--- config.mk ---
export PLATFORM = sky130hd
export DESIGN_NAME = cdc_handshake_tx
export DESIGN_NICKNAME = d
export VERILOG_FILES = /design/src/rtl/cdc_hs_pkg.sv /design/src/rtl/cdc_sync2.sv /design/src/rtl/cdc_handshake_tx.sv
export SDC_FILE = /design/constraint.sdc
export NUM_CORES = 1
export LEC_CHECK = 0
export CAP_MARGIN = 20
export CORE_ASPECT_RATIO = 1.75
export CORE_MARGIN = 2
export CORE_UTILIZATION = 53
export CTS_CLUSTER_SIZE = 10
export DETAILED_ROUTE_END_ITERATION = 10
export PLACE_DENSITY = 0.79
export SLEW_MARGIN = 15
export SYNTH_ARGS = -nofsm -noshare
export SYNTH_HDL_FRONTEND = slang
export SYNTH_SLANG_ARGS = --single-unit
--- constraint.sdc ---
create_clock -name clk -period 4.3 [get_ports clk]
set_input_delay 1.29 -clock clk [delete_from_list [all_inputs] [get_ports clk]]
set_output_delay 1.29 -clock clk [all_outputs]
set_load 0.005 [all_outputs]
--- src/rtl/cdc_hs_pkg.sv ---
`timescale 1ns/1ps
// Shared types for the source side of the req/ack CDC handshake.
package cdc_hs_pkg;
  typedef enum logic [1:0] {
    IDLE   = 2'd0,
    REQ_HI = 2'd1,
    REQ_LO = 2'd2
  } cdc_hs_state_t;

  localparam int XFER_CNT_W = 16;
endpackage

--- src/rtl/cdc_sync2.sv ---
`timescale 1ns/1ps
// Two-flop level synchronizer; output follows input after two destination edges.
// Reset clears both stages so a freshly reset block never sees a stale level.
module cdc_sync2 #(
  parameter int WIDTH = 1
) (
  input  logic             clk,
  input  logic             rst_n,
  input  logic [WIDTH-1:0] d,
  output logic [WIDTH-1:0] q
);
  logic [WIDTH-1:0] meta_q;
  logic [WIDTH-1:0] sync_q;

  always_ff @(posedge clk or negedge rst_n) begin
    if (!rst_n) begin
      meta_q <= '0;
      sync_q <= '0;
    end else begin
      meta_q <= d;
      sync_q <= meta_q;
    end
  end

  assign q = sync_q;
endmodule

--- src/rtl/cdc_handshake_tx.sv ---
`timescale 1ns/1ps
// Source end of a 4-phase req/ack crossing: word is held on x_data from accept until
// the return-to-zero phase completes; s_ready stays low for the whole transfer.
module cdc_handshake_tx
  import cdc_hs_pkg::*;
#(
  parameter int WIDTH   = 8,
  parameter int TIMEOUT = 1024
) (
  input  logic                  clk,
  input  logic                  rst,
  input  logic                  s_valid,
  output logic                  s_ready,
  input  logic [WIDTH-1:0]      s_data,
  output logic                  x_req,
  output logic [WIDTH-1:0]      x_data,
  input  logic                  x_ack,
  output logic                  done,
  output logic [XFER_CNT_W-1:0] xfer_count,
  output logic                  timeout
);
  localparam int CNT_W = (TIMEOUT > 0) ? $clog2(TIMEOUT + 1) : 1;
  localparam logic [CNT_W-1:0] CNT_MAX = CNT_W'(TIMEOUT);

  cdc_hs_state_t          state_q, state_d;
  logic                   req_q, req_d;
  logic [WIDTH-1:0]       data_q, data_d;
  logic                   done_q, done_d;
  logic [XFER_CNT_W-1:0]  xfer_q, xfer_d;
  logic [CNT_W-1:0]       cnt_q, cnt_d;
  logic                   tmo_q, tmo_d;
  logic                   ack_s;
  logic                   rst_n;
  logic                   busy;

  assign rst_n = ~rst;

  cdc_sync2 #(.WIDTH(1)) u_ack_sync (
    .clk  (clk),
    .rst_n(rst_n),
    .d    (x_ack),
    .q    (ack_s)
  );

  // A lingering ack in IDLE blocks new words so a stuck receiver cannot skip a phase.
  assign s_ready = (state_q == IDLE) && !ack_s;
  assign busy    = (state_q != IDLE);

  always_comb begin
    state_d = state_q;
    req_d   = req_q;
    data_d  = data_q;
    done_d  = 1'b0;
    xfer_d  = xfer_q;
    cnt_d   = cnt_q;
    tmo_d   = tmo_q;

    if (busy && (cnt_q != CNT_MAX)) cnt_d = cnt_q + 1'b1;
    if (busy && (TIMEOUT != 0) && (cnt_q == CNT_MAX)) tmo_d = 1'b1;

    unique case (state_q)
      IDLE: begin
        if (s_valid && s_ready) begin
          data_d  = s_data;
          req_d   = 1'b1;
          cnt_d   = '0;
          state_d = REQ_HI;
        end
      end
      REQ_HI: begin
        if (ack_s) begin
          req_d   = 1'b0;
          state_d = REQ_LO;
        end
      end
      REQ_LO: begin
        if (!ack_s) begin
          state_d = IDLE;
          done_d  = 1'b1;
          xfer_d  = xfer_q + 1'b1;
        end
      end
      default: begin
        state_d = IDLE;
        req_d   = 1'b0;
      end
    endcase
  end

  always_ff @(posedge clk or posedge rst) begin
    if (rst) begin
      state_q <= IDLE;
      req_q   <= 1'b0;
      data_q  <= '0;
      done_q  <= 1'b0;
      xfer_q  <= '0;
      cnt_q   <= '0;
      tmo_q   <= 1'b0;
    end else begin
      state_q <= state_d;
      req_q   <= req_d;
      data_q  <= data_d;
      done_q  <= done_d;
      xfer_q  <= xfer_d;
      cnt_q   <= cnt_d;
      tmo_q   <= tmo_d;
    end
  end

  assign x_req      = req_q;
  assign x_data     = data_q;
  assign done       = done_q;
  assign xfer_count = xfer_q;
  assign timeout    = tmo_q;
endmodule
==> flow_metrics.env, run 1 <==
export IMPL_holdCritStartpoint="u_ack_sync.meta_q"
export IMPL_clk_path_buf_depth=2
export IMPL_initial_core_util_pct=54.74
export IMPL_outcome="complete, no violations"
export IMPL_highest_layer="met4"
export IMPL_regToRegStartpoint="state_q[0]"
export IMPL_post_route_cells_drive_above_1_share_pct=10.20
export IMPL_synthesis_instances=153
export IMPL_critical_path_slowest_cell="sky130_fd_sc_hd__clkdlybuf4s50_1"
export IMPL_worst_path_dominant_cell_family="buffers and inverters"
export IMPL_path_class="reg2out"
export IMPL_cellLeakagePower_nw=0.9974
export IMPL_cts_sinks=42
export IMPL_power_share_combinational_pct=24.1
export IMPL_net_sw_share_pct=27.34
export IMPL_r2r_setup_slack_ns=2.40
export IMPL_final_core_density_pct=70.00
export IMPL_path_buf_inv=1
export IMPL_mostFrequentLayoutCells="42 x sky130_fd_sc_hd__dfrtp_1, 39 x sky130_fd_sc_hd__clkdlybuf4s50_1, 18 x sky130_fd_sc_hd__xnor2_1"
export IMPL_required_time_at_the_endpoint_of_the_critical_path_ns=3.01
export IMPL_finalHoldViolCount=0
export IMPL_synth_cell_types=28
export IMPL_timing_final_max_slew_violations=0
export IMPL_finalHoldWorstSlack_ns=0.3619
export IMPL_die_span_x_um=48.32
export IMPL_postRouteAntennaNets=0
export IMPL_slew_headroom_pct=51.41
export IMPL_cts_repair_resized=0
export IMPL_finish_instance_area_um2=2330
export IMPL_routability_congestion=0.7988
export IMPL_power_density_cell_area_nw_per_um2=442.2
export IMPL_postCtsHoldBufs=0
export IMPL_crit_fanout=8
export IMPL_rr_worst_depth=3
export IMPL_met1Wirelength_um=1346
export IMPL_max_stage_delay_ns=0.54
export IMPL_mappedNetlistNets=168
export IMPL_diodes=0
export IMPL_synth_seq_area_share_pct=57.69
export IMPL_coreArea_um2=3328
export IMPL_max_cap_viol_count=0
export IMPL_setup_violations=0
export IMPL_die_area_um2=3941
export IMPL_stdcell_count=241
export IMPL_fillerInstances=262
export IMPL_clk_pin_slew_worst_paths_ns=0.08
export IMPL_worstHoldPathCells=0
export IMPL_fin_worst_setup_slack_ns=1.446
export IMPL_grt_overflow=0
export IMPL_destination_of_the_worst_register_to_register_timing_path="x_data[7]"
export IMPL_area_growth_syn_to_fin_pct=27.88
export IMPL_final_common_cell="sky130_fd_sc_hd__dfrtp_1"
export IMPL_placed_area_um2=2238
export IMPL_tns_ns=0
export IMPL_grt_pass1_vias=1373
export IMPL_met2_wirelength_um=1979
export IMPL_num_nets_final=210
export IMPL_critical_path_cell_sequence="nor3_1, clkdlybuf4s50_1"
export IMPL_via_count=1277
export IMPL_fmax_mhz=350.4
export IMPL_post_drt_wl_per_cell_um=14.60
export IMPL_antenna_found_initial=0
export IMPL_clkLatencyLatePin_ns=0.29
export IMPL_worstPathArrival_ns=1.56
export IMPL_cts_root_buf="sky130_fd_sc_hd__clkbuf_8"
export IMPL_tritoncts="done"
export IMPL_post_cts_setup_buffer_count=0
export IMPL_power_clock_fraction_pct=25.0
export IMPL_share_seq_of_total_power_pct=50.9
export IMPL_end_kind="output pin"
export IMPL_worst_ir_drop_vdd_mv=0.3372
export IMPL_yosysWarningCount=0
export IMPL_critical_path_startpoint_type="flop"
export IMPL_grt_start_max_net_pins=43
export IMPL_grt_util_all_layers_pct=19.79
export IMPL_synth_area_per_cell_um2=11.91
export IMPL_drt_drc_violations_left=0
export IMPL_clock_skew_final_ns=0.002442
export IMPL_top_level_ports=40
export IMPL_internal_power_mw=0.7485
export IMPL_detailedRoute_firstPassIterationCount=4
export IMPL_dr_first_iter_drc_count=21
export IMPL_placedCellCount=233
export IMPL_synth_cell_area_um2=1822
export IMPL_detailedPlace_worstSlack_ns=1.377
export IMPL_power_switching_mw=0.2816
export IMPL_place_detailed_hpwl_um=2593
export IMPL_drt_wl_total_um=3518
export IMPL_rsz0062_at_grt="false"
export IMPL_design_power_total_mw=1.030
export IMPL_period_needed_ns=2.854
export IMPL_max_slew_worst_pin_slew_ns=0.7288
export IMPL_die_height_um=81.56
export IMPL_hold_path_class="reg2reg"
export IMPL_synth_ff_latch_count=42
export IMPL_htree_num_levels=2
export IMPL_capture_endpoint_of_the_worst_hold_path="u_ack_sync.q"
export IMPL_cts_buffers_inserted=5
export IMPL_drt_vias_per_instance=5.299
export IMPL_numPortBuffers=39
export IMPL_wl_met3_um=155
export IMPL_rows=28
export IMPL_grt_pass1_wl_um=6003
export IMPL_min_period_over_period_pct=66.38
==> state kept, by name (all words and copies together), names as in the netlist <==
name,flops
cnt_q,11
done,1
state_q,2
timeout,1
u_ack_sync.meta_q,1
u_ack_sync.q,1
x_data,8
x_req,1
xfer_count,16
==> synth_stat cells <==
master	n	area share [%]
sky130_fd_sc_hd__nor2b_1	1	0.34
sky130_fd_sc_hd__mux2_2	11	6.8
sky130_fd_sc_hd__nor3b_1	1	0.41
sky130_fd_sc_hd__nor4_1	2	0.69
sky130_fd_sc_hd__or3_1	3	1.0
sky130_fd_sc_hd__nor3b_4	1	1.0
sky130_fd_sc_hd__clkbuf_1	1	0.21
sky130_fd_sc_hd__nand3_1	7	1.9
sky130_fd_sc_hd__buf_6	1	0.62
sky130_fd_sc_hd__xor2_1	3	1.4
sky130_fd_sc_hd__ha_1	3	2.1
sky130_fd_sc_hd__nand2_1	6	1.2
sky130_fd_sc_hd__and2_1	3	1.0
sky130_fd_sc_hd__a21o_1	1	0.41
sky130_fd_sc_hd__o211ai_1	1	0.41
sky130_fd_sc_hd__dfrtp_1	42	58
sky130_fd_sc_hd__inv_1	5	1.0
sky130_fd_sc_hd__nor3_1	5	1.4
sky130_fd_sc_hd__buf_4	3	1.2
sky130_fd_sc_hd__nor4b_1	1	0.48
sky130_fd_sc_hd__a21oi_1	4	1.1
sky130_fd_sc_hd__and4_1	2	0.96
sky130_fd_sc_hd__nand4_1	6	2.1
sky130_fd_sc_hd__and3_1	5	1.7
sky130_fd_sc_hd__xnor2_1	18	8.7
sky130_fd_sc_hd__o21bai_1	1	0.41
sky130_fd_sc_hd__o21ai_0	5	1.4
sky130_fd_sc_hd__nor2_1	11	2.3
==> metal layers <==
layer | GRT usage, % | vias to the layer above
met5 | 0 | -
met4 | 6.857 | 0
met3 | 5.273 | 4
met2 | 36.53 | 27
met1 | 22.10 | 641
li1 | - | 605
==> power groups by stage <==
| stage | logic, mW | registers (mW) | clock network, mW |
|---|---|---|---|
| final | 0.249 | 0.524 | 0.258 |
| after global routing | 0.274 | 0.535 | 0.280 |
| after CTS | 0.255 | 0.524 | 0.264 |
| after detailed placement | 0.254 | 0.531 | 0 |
| after global placement | 0.237 | 0.525 | 0 |
| after floorplan | 0.123 | 0.518 | 0 |
==> worst max-delay path by stage <==
stage,slack (ns),from,endpoint,cells past startpoint
2_1_floorplan,2.04,rst,cnt_q[0],1
3_3_place_gp,1.42,s_valid,x_data[7],3
3_5_place_dp,1.38,s_valid,x_data[7],3
4_1_cts,1.43,state_q[0],s_ready,2
5_1_grt,1.37,state_q[0],s_ready,2
6_report,1.45,state_q[0],s_ready,2
==> cell families (layout without fill, tap and decap cells) <==
group                    after synthesis  in the layout  share of synthesized area [%]
AND/OR/NAND/NOR                       54             54                          16.55
XOR/XNOR                              21             21                          10.10
adder cells (fa/ha/maj)                3              3                          2.061
AO/OA/AOI/OAI                         12             12                          3.709
flip-flops                            42             42                          57.69
buffers and inverters                 10             53                          3.090
multiplexers                          11             11                          6.800
==> final cells by class <==
type / instances / area, um^2 / area share [%]
sequential: 42 / 1051 / 45.11
multi-input combinational: 101 / 714.4 / 30.67
timing repair buffer: 40 / 397.9 / 17.08
clock buffer: 7 / 86.33 / 3.706
tap: 45 / 56.30 / 2.417
inverter: 5 / 18.77 / 0.8056
clock inverter: 1 / 5.005 / 0.2148
(Power assumes the default switching activity.)
==> run 2: changes to the inputs <==
--- a/config.mk
+++ b/config.mk
@@ -8,10 +8,10 @@
 export CAP_MARGIN = 20
 export CORE_ASPECT_RATIO = 1.75
 export CORE_MARGIN = 2
-export CORE_UTILIZATION = 53
+export CORE_UTILIZATION = 45
 export CTS_CLUSTER_SIZE = 10
 export DETAILED_ROUTE_END_ITERATION = 10
-export PLACE_DENSITY = 0.79
+export PLACE_DENSITY = 0.71
 export SLEW_MARGIN = 15
 export SYNTH_ARGS = -nofsm -noshare
 export SYNTH_HDL_FRONTEND = slang
==> constraint.sdc (replaced) <==
create_clock -name clk -period 2.5 [get_ports clk]
set_input_delay 0.75 -clock clk [delete_from_list [all_inputs] [get_ports clk]]
set_output_delay 0.75 -clock clk [all_outputs]
set_load 0.005 [all_outputs]
==> flow_metrics.env, run 2 (synthesis results as in run 1) <==
export IMPL_outcome="complete, no violations"
export IMPL_timing_critical_path_from="state_q[0]"
export IMPL_finalHoldWorstSlack_ns=0.3524
export IMPL_cts_root_buf="sky130_fd_sc_hd__clkbuf_8"
export IMPL_cts_buffers_inserted=5
export IMPL_grt_util_all_layers_pct=18.52
export IMPL_power_density_cell_area_nw_per_um2=785.2
export IMPL_hold_path_class="reg2reg"
export IMPL_holdCritStartpoint="u_ack_sync.meta_q"
export IMPL_min_period_over_period_pct=92.25
export IMPL_slew_headroom_pct=65.62
export IMPL_rows=30
export IMPL_critical_path_startpoint_type="flop"
export IMPL_r2r_setup_slack_ns=0.74
export IMPL_required_time_at_the_endpoint_of_the_critical_path_ns=1.75
export IMPL_rsz0062_at_grt="false"
export IMPL_tritoncts="done"
export IMPL_destination_of_the_worst_register_to_register_timing_path="xfer_count[15]"
export IMPL_clock_skew_final_ns=0.008704
export IMPL_fillerInstances=323
export IMPL_detailedPlace_worstSlack_ns=0.3075
export IMPL_drt_drc_violations_left=0
export IMPL_drt_wl_total_um=3744
export IMPL_cts_repair_resized=0
export IMPL_antenna_found_initial=0
export IMPL_stdcell_count=245
export IMPL_initial_core_util_pct=47.12
export IMPL_mostFrequentLayoutCells="42 x sky130_fd_sc_hd__dfrtp_1, 39 x sky130_fd_sc_hd__clkdlybuf4s50_1, 18 x sky130_fd_sc_hd__xnor2_1"
export IMPL_setup_violations=0
export IMPL_worstSetupEndpoint="s_ready"
export IMPL_largest_reg_flops=16
export IMPL_clk_pin_slew_worst_paths_ns=0.08
export IMPL_regToRegStartpoint="state_q[1]"
export IMPL_final_common_cell="sky130_fd_sc_hd__dfrtp_1"
export IMPL_critical_path_slowest_cell="sky130_fd_sc_hd__clkdlybuf4s50_1"
export IMPL_max_cap_viol_count=0
export IMPL_die_span_x_um=52.10
export IMPL_grt_start_max_net_pins=43
export IMPL_coreArea_um2=3866
export IMPL_met2_wirelength_um=2087
export IMPL_fin_worst_setup_slack_ns=0.1938
export IMPL_max_stage_delay_ns=0.54
export IMPL_path_class="reg2out"
export IMPL_met1Wirelength_um=1447
export IMPL_dr_first_iter_drc_count=14
export IMPL_top_level_ports=40
export IMPL_grt_pass1_vias=1405
export IMPL_num_nets_final=212
export IMPL_cts_sinks=42
export IMPL_max_slew_worst_pin_slew_ns=0.5157
export IMPL_design_power_total_mw=1.861
export IMPL_post_drt_wl_per_cell_um=15.28
export IMPL_via_count=1287
export IMPL_grt_pass1_wl_um=6223
export IMPL_area_growth_syn_to_fin_pct=30.08
export IMPL_fmax_mhz=433.6
export IMPL_clk_path_buf_depth=2
export IMPL_diodes=0
export IMPL_critical_path_cell_sequence="nor3_1, clkdlybuf4s50_1"
export IMPL_crit_fanout=8
export IMPL_die_area_um2=4593
export IMPL_timing_final_max_slew_violations=0
export IMPL_postCtsHoldBufs=0
export IMPL_worstHoldPathCells=0
export IMPL_finalHoldViolCount=0
export IMPL_postRouteAntennaNets=0
export IMPL_placedCellCount=238
export IMPL_post_cts_setup_buffer_count=0
export IMPL_grt_overflow=0
export IMPL_routability_congestion=0.8196
export IMPL_drt_vias_per_instance=5.253
export IMPL_tns_ns=0
export IMPL_die_height_um=88.17
export IMPL_rr_worst_depth=4
export IMPL_wl_met3_um=125
export IMPL_place_detailed_hpwl_um=2843
export IMPL_cellLeakagePower_nw=1.017
export IMPL_numPortBuffers=39
export IMPL_highest_layer="met4"
export IMPL_htree_num_levels=2
export IMPL_worst_ir_drop_vdd_mv=0.5161
export IMPL_worstPathArrival_ns=1.56
export IMPL_end_kind="output pin"
export IMPL_post_route_cells_drive_above_1_share_pct=11.17
export IMPL_detailedRoute_firstPassIterationCount=4
export IMPL_period_needed_ns=2.306
export IMPL_clkLatencyLatePin_ns=0.29
run 2: cell types whose count changed in the layout (fill, tap and decap cells not counted):
| cell | previous run | this run |
|---|---|---|
| sky130_fd_sc_hd__clkinv_2 | 1 | 0 |
| sky130_fd_sc_hd__bufinv_16 | 0 | 1 |
| sky130_fd_sc_hd__clkbuf_1 | 1 | 0 |
| sky130_fd_sc_hd__buf_4 | 1 | 3 |
run 2: stage by stage:
| step | cell area, um^2 | util [%] |
|---|---|---|
| 3_3_place_gp | 2257 | 58.38 |
| 4_1_cts | 2370 | 61.29 |
| 2_1_floorplan | 1822 | - |
| 5_1_grt | 2370 | 61.29 |
| 3_5_place_dp | 2257 | 58.38 |
| 6_report | 2370 | 61.29 |
run 2: final cells by class:
cell class / instances / area (um^2) / share of cell area [%]
timing repair buffer: 42 / 412.9 / 17.42
sequential: 42 / 1051 / 44.35
inverter: 5 / 18.77 / 0.7920
clock inverter: 1 / 30.03 / 1.267
multi-input combinational: 101 / 714.4 / 30.15
tap: 48 / 60.06 / 2.534
clock buffer: 6 / 82.58 / 3.485
run 2: worst min path at each step:
stage	slack [ns]	to
after floorplan	0.33	u_ack_sync.q
after global placement	0.34	u_ack_sync.q
after detailed placement	0.34	u_ack_sync.q
after CTS	0.36	u_ack_sync.q
after global routing	0.36	u_ack_sync.q
final	0.35	u_ack_sync.q
run 2: layer usage:
layer  vias up  track usage [%]
met5         -                0
met4         0            7.895
met3         9            4.608
met2        27            32.11
met1       639            21.17
li1        612                -
run 2: report_power, final:
group | total [mW] | switching (mW) | internal, mW | leakage (nW)
Combinational | 0.424 | 0.152 | 0.272 | 0.410
Sequential | 0.899 | 0.107 | 0.792 | 0.549
Clock | 0.538 | 0.218 | 0.319 | 0.0573
run 2: critical path, delay by kind of cell, from the launching register on:
| family | cells | cell delay (ns) |
|---|---|---|
| buf+inv | 1 | 0.54 |
| flops | 1 | 0.49 |
| simple gates | 1 | 0.24 |
==> run 3: changes to the inputs <==
--- a/config.mk
+++ b/config.mk
@@ -8,11 +8,10 @@
 export CAP_MARGIN = 20
 export CORE_ASPECT_RATIO = 1.75
 export CORE_MARGIN = 2
-export CORE_UTILIZATION = 45
+export CORE_UTILIZATION = 53
 export CTS_CLUSTER_SIZE = 10
 export DETAILED_ROUTE_END_ITERATION = 10
-export PLACE_DENSITY = 0.71
-export SLEW_MARGIN = 15
+export PLACE_DENSITY = 0.79
 export SYNTH_ARGS = -nofsm -noshare
 export SYNTH_HDL_FRONTEND = slang
 export SYNTH_SLANG_ARGS = --single-unit
==> constraint.sdc (replaced) <==
create_clock -name clk -period 2.8 [get_ports clk]
set_input_delay 0.84 -clock clk [delete_from_list [all_inputs] [get_ports clk]]
set_output_delay 0.84 -clock clk [all_outputs]
set_load 0.005 [all_outputs]
==> flow_metrics.env, run 3 (synthesis results as in run 1) <==
export IMPL_timing_final_max_slew_violations=0
export IMPL_crit_fanout=8
export IMPL_min_period_over_period_pct=85.68
export IMPL_clock_skew_final_ns=0.009723
export IMPL_clkLatencyLatePin_ns=0.29
export IMPL_final_core_density_pct=71.09
export IMPL_rows=28
export IMPL_max_slew_worst_pin_slew_ns=0.6191
export IMPL_post_drt_wl_per_cell_um=14.60
export IMPL_cellLeakagePower_nw=1.017
export IMPL_cts_buffers_inserted=5
export IMPL_place_detailed_hpwl_um=2463
export IMPL_max_cap_viol_count=0
export IMPL_top_level_ports=40
export IMPL_cts_repair_resized=0
export IMPL_outcome="complete, no violations"
export IMPL_worstHoldPathCells=0
export IMPL_diodes=0
export IMPL_met3_global_route_usage_pct=5.455
export IMPL_cts_root_buf="sky130_fd_sc_hd__clkbuf_8"
export IMPL_grt_util_all_layers_pct=19.16
export IMPL_timing_critical_path_from="state_q[0]"
export IMPL_path_class="reg2out"
export IMPL_end_kind="output pin"
export IMPL_destination_of_the_worst_register_to_register_timing_path="x_data[0]"
export IMPL_cts_sinks=42
export IMPL_holdCritStartpoint="u_ack_sync.meta_q"
export IMPL_drt_drc_violations_left=0
export IMPL_via_count=1291
export IMPL_tns_ns=0
export IMPL_die_height_um=81.56
export IMPL_numPortBuffers=39
export IMPL_num_nets_final=212
export IMPL_routability_congestion=0.7913
export IMPL_hold_path_class="reg2reg"
export IMPL_grt_pass1_wl_um=5720
export IMPL_post_route_cells_drive_above_1_share_pct=11.17
export IMPL_largest_reg_flops=16
export IMPL_period_needed_ns=2.399
export IMPL_tritoncts="done"
export IMPL_postRouteAntennaNets=0
export IMPL_setup_violations=0
export IMPL_grt_overflow=0
export IMPL_mostFrequentLayoutCells="42 x sky130_fd_sc_hd__dfrtp_1, 39 x sky130_fd_sc_hd__clkdlybuf4s50_1, 18 x sky130_fd_sc_hd__xnor2_1"
export IMPL_grt_pass1_vias=1336
export IMPL_required_time_at_the_endpoint_of_the_critical_path_ns=1.96
export IMPL_final_common_cell="sky130_fd_sc_hd__dfrtp_1"
export IMPL_rr_worst_depth=3
export IMPL_critical_path_startpoint_type="flop"
export IMPL_grt_start_max_net_pins=43
export IMPL_rsz0062_at_grt="false"
export IMPL_clk_path_buf_depth=2
export IMPL_die_span_x_um=48.32
export IMPL_clk_pin_slew_worst_paths_ns=0.08
export IMPL_worstPathArrival_ns=1.56
export IMPL_area_growth_syn_to_fin_pct=29.88
export IMPL_drt_wl_total_um=3532
export IMPL_grt_met1_usage_pct=19.68
export IMPL_detailedRoute_firstPassIterationCount=3
export IMPL_post_cts_setup_buffer_count=0
export IMPL_initial_core_util_pct=54.74
export IMPL_slew_headroom_pct=58.73
export IMPL_finalHoldViolCount=0
export IMPL_power_density_cell_area_nw_per_um2=701.4
export IMPL_peak_usage_layer_in_the_global_routing_report="met2"
export IMPL_fmax_mhz=416.8
export IMPL_htree_num_levels=2
export IMPL_grt_use_met2_pct=36.25
export IMPL_regToRegStartpoint="state_q[0]"
export IMPL_capture_endpoint_of_the_worst_hold_path="u_ack_sync.q"
export IMPL_r2r_setup_slack_ns=0.97
export IMPL_coreArea_um2=3328
export IMPL_worst_ir_drop_vdd_mv=0.4760
export IMPL_dr_first_iter_drc_count=18
export IMPL_antenna_found_initial=0
export IMPL_die_area_um2=3941
export IMPL_postCtsHoldBufs=0
export IMPL_drt_vias_per_instance=5.335
## run 3: cell counts in the layout (fill, tap and decap cells not counted)
Identical to the previous run, type by type.
## run 3: how the worst max path moves through the flow
stage | slack (ns) | endpoint
global route | 0.32 | s_ready
global placement | 0.47 | x_data[7]
detailed placement | 0.41 | x_data[7]
finish | 0.40 | s_ready
floorplan | 0.99 | cnt_q[0]
CTS | 0.38 | s_ready
## run 3: metal layers
layer / up-vias / share of wire (%) / wire [um]
met2: 23 / 55 / 1938
met1: 652 / 38 / 1357
met4: 0 / 1.7 / 61
li1: 610 / - / -
met3: 6 / 4.9 / 173
met5: - / 0 / 0
## run 3: critical path, stage by stage (launching register included)
cell and delay [ns]:
sky130_fd_sc_hd__dfrtp_1 0.49, sky130_fd_sc_hd__nor3_1 0.25, sky130_fd_sc_hd__clkdlybuf4s50_1 0.54
## run 3: final cells by class
class | count | area (um^2)
fill | 242 | 962.2
timing repair buffer | 42 | 412.9
sequential | 42 | 1051
multi-input combinational | 101 | 714.4
clock buffer | 6 | 82.58
inverter | 5 | 18.77
clock inverter | 1 | 30.03
tap | 45 | 56.30
## run 3: report_power, final
part | internal (mW) | leakage [nW] | total [mW] | switching [mW]
Sequential | 0.707 | 0.549 | 0.805 | 0.0975
Clock | 0.285 | 0.0573 | 0.474 | 0.189
Combinational | 0.243 | 0.410 | 0.380 | 0.137
Total | 1.24 | 1.02 | 1.66 | 0.424
## run 3: through the flow
stage / hold WS (ns) / std cells / power [mW] / worst slack [ns] / area, um^2
floorplan: 0.3312 / 153 / 0.9851 / 0.9856 / 1822
global placement: 0.3360 / 235 / 1.173 / 0.4703 / 2253
detailed placement: 0.3371 / 235 / 1.195 / 0.4077 / 2253
CTS: 0.3528 / 242 / 1.679 / 0.3800 / 2366
global route: 0.3577 / 242 / 1.759 / 0.3218 / 2366
finish: 0.3518 / 242 / 1.659 / 0.4009 / 2366
